### config.mk
export PLATFORM = sky130hd
export DESIGN_NAME = memory_game_ctrl
export DESIGN_NICKNAME = d
export VERILOG_FILES = /design/src/rtl/memory_game_ctrl.sv
export SDC_FILE = /design/constraint.sdc
export NUM_CORES = 1
export LEC_CHECK = 0
export ABC_AREA = 1
export CORE_MARGIN = 1
export CORE_UTILIZATION = 62
export CTS_BUF_LIST = sky130_fd_sc_hd__clkbuf_2 sky130_fd_sc_hd__clkbuf_4 sky130_fd_sc_hd__clkbuf_8
export DETAILED_ROUTE_END_ITERATION = 10
export PLACE_DENSITY = 0.87
export SLEW_MARGIN = 30
export SYNTH_ARGS = -nofsm -noshare
export SYNTH_HDL_FRONTEND = slang
export SYNTH_SLANG_ARGS = --single-unit
### constraint.sdc
create_clock -name clk -period 3.2 [get_ports clk]
set_clock_uncertainty 0.1 [all_clocks]
set_input_delay 0.8 -clock clk [delete_from_list [all_inputs] [get_ports clk]]
set_output_delay 0.8 -clock clk [all_outputs]
set_load 0.02 [all_outputs]
### src/rtl/memory_game_ctrl.sv
// rtl/memory_game_ctrl.sv - 4x4 memory-card game sequencer; `define MOVE_LIMIT_EN enables the MAX_MOVES budget
module memory_game_ctrl #(
   parameter int HOLD_CYCLES = 25_000_000,
   parameter int MAX_MOVES   = 40
) (
   input  logic        clk,
   input  logic        rst_n,
   input  logic        start,
   input  logic [47:0] layout,
   input  logic        btn_up,
   input  logic        btn_down,
   input  logic        btn_left,
   input  logic        btn_right,
   input  logic        btn_sel,
   output logic [3:0]  cursor,
   output logic [15:0] face_up,
   output logic [15:0] matched,
   output logic [7:0]  moves,
   output logic [3:0]  pairs,
   output logic        busy,
   output logic        game_won,
   output logic        game_lost
);

   localparam logic [2:0] S_IDLE      = 3'd0;
   localparam logic [2:0] S_PICK1     = 3'd1;
   localparam logic [2:0] S_PICK2     = 3'd2;
   localparam logic [2:0] S_COMPARE   = 3'd3;
   localparam logic [2:0] S_SHOW      = 3'd4;
   localparam logic [2:0] S_DONE_WIN  = 3'd5;
   localparam logic [2:0] S_DONE_LOSE = 3'd6;

   logic [2:0]  r_state;
   logic [47:0] r_layout;
   logic [3:0]  r_cursor;
   logic [3:0]  r_first;
   logic [3:0]  r_second;
   logic [15:0] r_face_up;
   logic [15:0] r_matched;
   logic [7:0]  r_moves;
   logic [3:0]  r_pairs;
   logic [25:0] r_hold;

   logic        w_cursor_active;
   logic        w_sel_ok;
   logic        w_ids_equal;
   logic        w_out_of_moves;
   logic [3:0]  w_cursor_next;
   logic [7:0]  w_moves_inc;
   logic [5:0]  w_base_first;
   logic [5:0]  w_base_second;
   logic [15:0] w_cur_bit;
   logic [15:0] w_pair_bits;

   assign w_cursor_active = (r_state == S_PICK1) || (r_state == S_PICK2) ||
                            (r_state == S_COMPARE) || (r_state == S_SHOW);

   // Row and column wrap independently: each is a 2-bit field that rolls over.
   always_comb begin
      w_cursor_next = r_cursor;
      if (btn_up)
         w_cursor_next = {r_cursor[3:2] - 2'd1, r_cursor[1:0]};
      else if (btn_down)
         w_cursor_next = {r_cursor[3:2] + 2'd1, r_cursor[1:0]};
      else if (btn_left)
         w_cursor_next = {r_cursor[3:2], r_cursor[1:0] - 2'd1};
      else if (btn_right)
         w_cursor_next = {r_cursor[3:2], r_cursor[1:0] + 2'd1};
   end

   assign w_cur_bit     = 16'd1 << r_cursor;
   assign w_pair_bits   = (16'd1 << r_first) | (16'd1 << r_second);
   assign w_sel_ok      = btn_sel && !r_face_up[r_cursor];
   assign w_base_first  = {2'b00, r_first} * 6'd3;
   assign w_base_second = {2'b00, r_second} * 6'd3;
   assign w_ids_equal   = (r_layout[w_base_first +: 3] == r_layout[w_base_second +: 3]);
   assign w_moves_inc   = (r_moves == 8'hFF) ? r_moves : r_moves + 8'd1;

`ifdef MOVE_LIMIT_EN
   assign w_out_of_moves = (w_moves_inc == 8'(MAX_MOVES));
   assign game_lost      = (r_state == S_DONE_LOSE);
`else
   logic [7:0] w_unused_max_moves;
   assign w_unused_max_moves = 8'(MAX_MOVES);
   assign w_out_of_moves     = 1'b0;
   assign game_lost          = 1'b0;
`endif

   always_ff @(posedge clk or negedge rst_n) begin
      if (!rst_n) begin
         r_state   <= S_IDLE;
         r_layout  <= '0;
         r_cursor  <= '0;
         r_first   <= '0;
         r_second  <= '0;
         r_face_up <= '0;
         r_matched <= '0;
         r_moves   <= '0;
         r_pairs   <= '0;
         r_hold    <= '0;
      end else if (start) begin
         r_state   <= S_PICK1;
         r_layout  <= layout;
         r_cursor  <= '0;
         r_face_up <= '0;
         r_matched <= '0;
         r_moves   <= '0;
         r_pairs   <= '0;
         r_hold    <= '0;
      end else begin
         // Select below uses the pre-move cursor, so a same-cycle direction applies afterwards.
         if (w_cursor_active)
            r_cursor <= w_cursor_next;
         case (r_state)
            S_PICK1: if (w_sel_ok) begin
               r_face_up <= r_face_up | w_cur_bit;
               r_first   <= r_cursor;
               r_state   <= S_PICK2;
            end
            S_PICK2: if (w_sel_ok) begin
               r_face_up <= r_face_up | w_cur_bit;
               r_second  <= r_cursor;
               r_state   <= S_COMPARE;
            end
            S_COMPARE: begin
               r_moves <= w_moves_inc;
               if (w_ids_equal) begin
                  r_matched <= r_matched | w_pair_bits;
                  r_pairs   <= r_pairs + 4'd1;
                  if (r_pairs == 4'd7)
                     r_state <= S_DONE_WIN;
                  else if (w_out_of_moves)
                     r_state <= S_DONE_LOSE;
                  else
                     r_state <= S_PICK1;
               end else if (w_out_of_moves) begin
                  r_state <= S_DONE_LOSE;
               end else begin
                  r_hold  <= 26'(HOLD_CYCLES - 1);
                  r_state <= S_SHOW;
               end
            end
            S_SHOW: begin
               if (r_hold == '0) begin
                  r_face_up <= r_face_up & ~w_pair_bits;
                  r_state   <= S_PICK1;
               end else begin
                  r_hold <= r_hold - 26'd1;
               end
            end
            default: ;
         endcase
      end
   end

   assign cursor   = r_cursor;
   assign face_up  = r_face_up;
   assign matched  = r_matched;
   assign moves    = r_moves;
   assign pairs    = r_pairs;
   assign busy     = (r_state == S_COMPARE) || (r_state == S_SHOW);
   assign game_won = (r_state == S_DONE_WIN);

endmodule
## Yosys cells after proc, flatten, opt, wreduce, memory -nomap -nowiden

Index checks and enable logic that the tools add are counted.

- Add/subtract/negate cells: 7
- $mul: 2
- Magnitude comparators: 1
- Eq/ne operators: 17
- Shifts and indexed selects: 5
- Multiplexer cells: 32
- Bitwise gates (word level): 6
- Reduce and logical (&&, ||, !) cells: 25

Operators with widths:

| cell | number |
|---|---|
| $mux W16 | 6 |
| $shiftx A48 B7 Y3 | 2 |
| $mux W26 | 3 |
| $pmux W26 S2 | 1 |
| $or A16 B16 Y16 | 3 |
| $shl A1 B4 Y16 const A | 3 |
| $pmux W16 S2 | 1 |
| $mux W4 | 7 |
| $logic_not A26 Y1 | 1 |
| $sub A26 B1 Y26 const B | 1 |
| $mux W8 | 3 |
| $mux W3 | 6 |
| $and A16 B16 Y16 | 1 |
| $not A16 Y16 | 1 |
| $mul A4 B2 Y6 const B | 2 |
| $ne A3 B3 Y1 const B | 4 |
| $pmux W3 S4 | 1 |
| $reduce_and A3 Y1 | 4 |
| $reduce_bool A3 Y1 | 4 |
| $add A8 B1 Y8 const B | 1 |
| $eq A8 B8 Y1 const B | 1 |
| $reduce_and A4 Y1 | 2 |
| $eq A3 B2 Y1 const B | 2 |
| $eq A3 B3 Y1 const B | 2 |
| other kinds (21) | 33 |

- Bits in registers: 133
- Input port bits: 56
- Output and inout port bits: 51
- Logic and storage cells: 106

## Logic depth before layout (Yosys ltp)

- Word-level depth: 7
- Gate-level depth with buffers: 17
- Gate-level depth less buffers: 15

## Least setup slack after synthesis

No wires, ideal clock.

- Path kind: input port to flip-flop
- From: in start
- To: reg r_layout[10]
- Library setup time: 66 ps
- Arrival: 1985 ps
- Data required time: 3034 ps
- Path slack: 1050 ps
- Cell stages on the path: 6
- Buffers on the path: 4
- Path through: clkbuf_1 > clkbuf_1 > buf_1 > buf_1 > nand2_1 > nand2_1

RTL lines:

| item | RTL line | source |
|---|---|---|
| from (decl) | 8 | `input logic start,` |
| to (signal assigned) | 103 | `r_layout <= layout;` |
| to (decl) | 34 | `logic [47:0] r_layout;` |

## Worst setup path after layout

- From: reg r_state[2]
- To: out busy

- Cells in the longest elaborated chain, start to end: 2
- Elaborated cells on any way between the ends: 3
- Those cells by class: 2 x eq/ne; 1 x reduce/logical

Ends and longest elaborated chain:

| item | RTL line | source |
|---|---|---|
| from (decl) | 33 | `logic [2:0] r_state;` |
| from (signal assigned) | 91 | `r_state <= S_IDLE;` |
| from (signal assigned) | 102 | `r_state <= S_PICK1;` |
| from (signal assigned) | 118 | `r_state <= S_PICK2;` |
| $eq A3 B2 Y1 / $eq A3 B3 Y1 (equally long branches) | 161 | `assign busy = (r_state == S_COMPARE) \|\| (r_state == S_SHOW);` |
| $logic_or A1 B1 Y1 * | 161 |  |
| to (decl) | 20 | `output logic busy,` |

Every way passes the cells marked *; elsewhere a longest branch is shown, timed or not.

==> run summary <==
Status -> completed
Initial antenna violation count -> 0
Worst-Skew Late Latency -> 0.45 ns
Clock root cell -> clkbuf_8
Worst-path maximum fanout -> 4
Mapped Cells -> 1228
ANT cells -> 0
Initial core utilization -> 0.645
Most frequent cells in the layout -> 465 x nand2_1, 133 x dfrtp_1, 107 x nand3_1
Pwr per Cell Area -> 748 nW/um2
GR Util All Layers -> 0.338
Non-filler cells, final -> 1488
Reg2reg end -> face_up[2]
Ys async rst share -> 1.00
CTS tree -> yes
Highest clock rate -> 325 MHz
Top cells by area, synth -> dfrtp_1 40%, nand2_1 21%, nand3_1 6.5%
Fillers -> 1012
DR iter-0 viols -> 966
Largest net degree at the start of global routing -> 81
DIE WIDTH -> 118 um
Hold buffer count at CTS -> 0
Cell area after synthesis -> 8280 um2
Main combinational cell family by area after synthesis -> simple AND/OR/NAND/NOR gates
Final nets -> 1363
Share of cells above drive strength 1 -> 0.0646
Reg clk slew, reported paths -> 0.08 ns
HP Class -> input pin to async pin
Synth Area in XOR/XNOR -> 0.0160
Syn_nets -> 1287
Post-synthesis sequential area ratio -> 0.402
Synth Area in Adders -> 0.00453
Via Count -> 8571
Max Cap Viol -> 0
CP endpoint kind -> output port
Quantity of I/O buffers inserted on ports -> 105
Die Footprint -> 13800 um2
Period utilisation layout -> 0.960
Startpoint Class -> flip-flop
Critical Path RT -> 2.30 ns
TNS Setup -> 0 ns
CP Capture Point -> busy
Final min period -> 3.07 ns
Vias in the first global route -> 7844
Post-DR vias/cell -> 5.76
TritonRoute pass-1 iters -> 7
H-tree depth -> 4
Post-layout power -> 7.29 mW
Syn avg cell area -> 6.74 um2
HPWL after detailed placement -> 15600 um
Simple-Gate Fraction of Synth Area -> 0.385
Die height -> 118 um
First-pass GRT wire length -> 37700 um
R2r setup slk -> 0.51 ns
Pins Over Slew Limit -> 0
R2R depth -> 10
Synth area leader -> dfrtp_1
CTS buffer count -> 17
Detailed Route WL -> 22400 um
Row cnt -> 41
RePlAce Congestion -> 0.975
RSZ-0062 raised after global routing -> false
Area fraction in compound gates after synthesis -> 0.105
Final Hold Fails -> 0
Max rail drop VDD -> 0.550 mV
Mux cell area share after synthesis -> 0
Critical path class -> flip-flop to output port
Clk buf depth -> 2
Worst Setup SP -> r_state[2]
GRT Residual Overflow -> 0
Yosys synthesis warning count -> 0
CTS sink cnt -> 133
Max-slew headroom -> 0.465
Core area -> 12800 um2
# IOs -> 107
Post-synth top area share -> 0.402
Final setup fails -> 0
Arr. time, crit path -> 2.17 ns
Post-route antenna net violation count -> 0
Yosys reg bits -> 133
Post-synth EDFFs -> 0
Yosys cell types -> 46
Slew @ Worst Pin -> 0.799 ns
Placed Cells -> 1457
Residual DRC -> 0
Main synth FF type -> dfrtp_1
Avg WL per Cell -> 15.0 um
Area grow syn2layout -> 17.7%
R2r startpoint -> r_hold[0]
Commonest non-fill, non-tap cell in the layout -> nand2_1
Total leakage power -> 4.80 nW
[repair_timing]
action | in CTS | in global routing
buffers inserted | 0 | 0
setup endpoints to repair | 0 | 1
resized for setup | 0 | 1
[Yosys cell counts (4+ instances only)]
cell type,number
a21oi_1,18
a32oi_1,5
buf_1,8
buf_2,22
buf_6,5
clkbuf_1,30
dfrtp_1,133
inv_1,99
nand2_1,465
nand2_2,4
nand3_1,107
nand3b_1,13
nand4_1,28
nor2_1,92
nor3_1,17
nor4_1,4
o21ai_0,95
o21ai_1,17
o22ai_1,8
or2_2,12
xnor2_1,5
xor2_1,7
[power by group]
| part | switching [mW] | total, mW | leakage (nW) | internal [mW] |
|---|---|---|---|---|
| clock | 0.654 | 1.34 | 0.191 | 0.682 |
| combinational | 2.28 | 3.50 | 2.89 | 1.22 |
| sequential | 0.472 | 2.46 | 1.72 | 1.98 |
| total | 3.41 | 7.29 | 4.80 | 3.88 |
[worst max-delay path, cell delays in order, from the launching register on]
cell and delay, ns:
dfrtp_1 0.43, inv_1 0.15, nand2_1 0.10, nor2_2 0.23
inv_1 0.10, nand2_1 0.11, clkdlybuf4s50_1 0.61
[how the worst min path moves through the flow]
stage                    from            to  slack (ns)  cells past startpoint
floorplan           r_hold[0]     r_hold[0]        0.34                      2
global placement    r_hold[0]     r_hold[0]        0.35                      2
detailed placement  r_hold[0]     r_hold[0]        0.36                      2
CTS                     rst_n  r_layout[30]        0.21                      1
global route            rst_n  r_layout[33]        0.22                      1
finish                  rst_n  r_layout[30]        0.20                      1
[logic make-up after synthesis]
logic type                 after synthesis
and+or+nand+nor                        750
adders and majority gates                3
other                                    1
xor gates and xnor gates                13
buffers and inverters                  171
DFF                                    133
AOI/OAI and AO/OA                      157
[per-stage QoR]
| step | instance area [um2] | hold slack [ns] | worst slack, ns | util |
|---|---|---|---|---|
| final | 9740 | 0.200 | 0.126 | 0.760 |
| after global placement | 9370 | 0.354 | 0.491 | 0.731 |
| after detailed placement | 9370 | 0.359 | 0.505 | 0.731 |
| after floorplan | 8280 | 0.342 | 1.05 | - |
| after global routing | 9740 | 0.221 | 0.0231 | 0.760 |
| after CTS | 9740 | 0.214 | 0.00922 | 0.760 |
[routing by layer]
| layer | part of all wire | GRT usage |
|---|---|---|
| met3 | 0.085 | 0.0654 |
| met5 | 0 | 0 |
| met4 | 0.027 | 0.139 |
| met1 | 0.43 | 0.472 |
| met2 | 0.46 | 0.516 |
[sequential cells by signal (all words and copies together), names as in the netlist]
register / cells
r_layout: 48
r_hold: 26
face_up: 16
matched: 16
moves: 8
cursor: 4
pairs: 4
r_first: 4
r_second: 4
r_state: 3
[layout make-up]
type / count / area, um2 / share of cell area
timing repair buffer: 125 / 1210 / 0.124
sequential: 133 / 3330 / 0.342
tap: 172 / 215 / 0.0221
inverter: 103 / 389 / 0.0399
multi-input combinational: 924 / 4240 / 0.435
clock buffer: 22 / 290 / 0.0298
clock inverter: 9 / 78.8 / 0.00809
No activity file was read; power rests on OpenSTA's default activity.
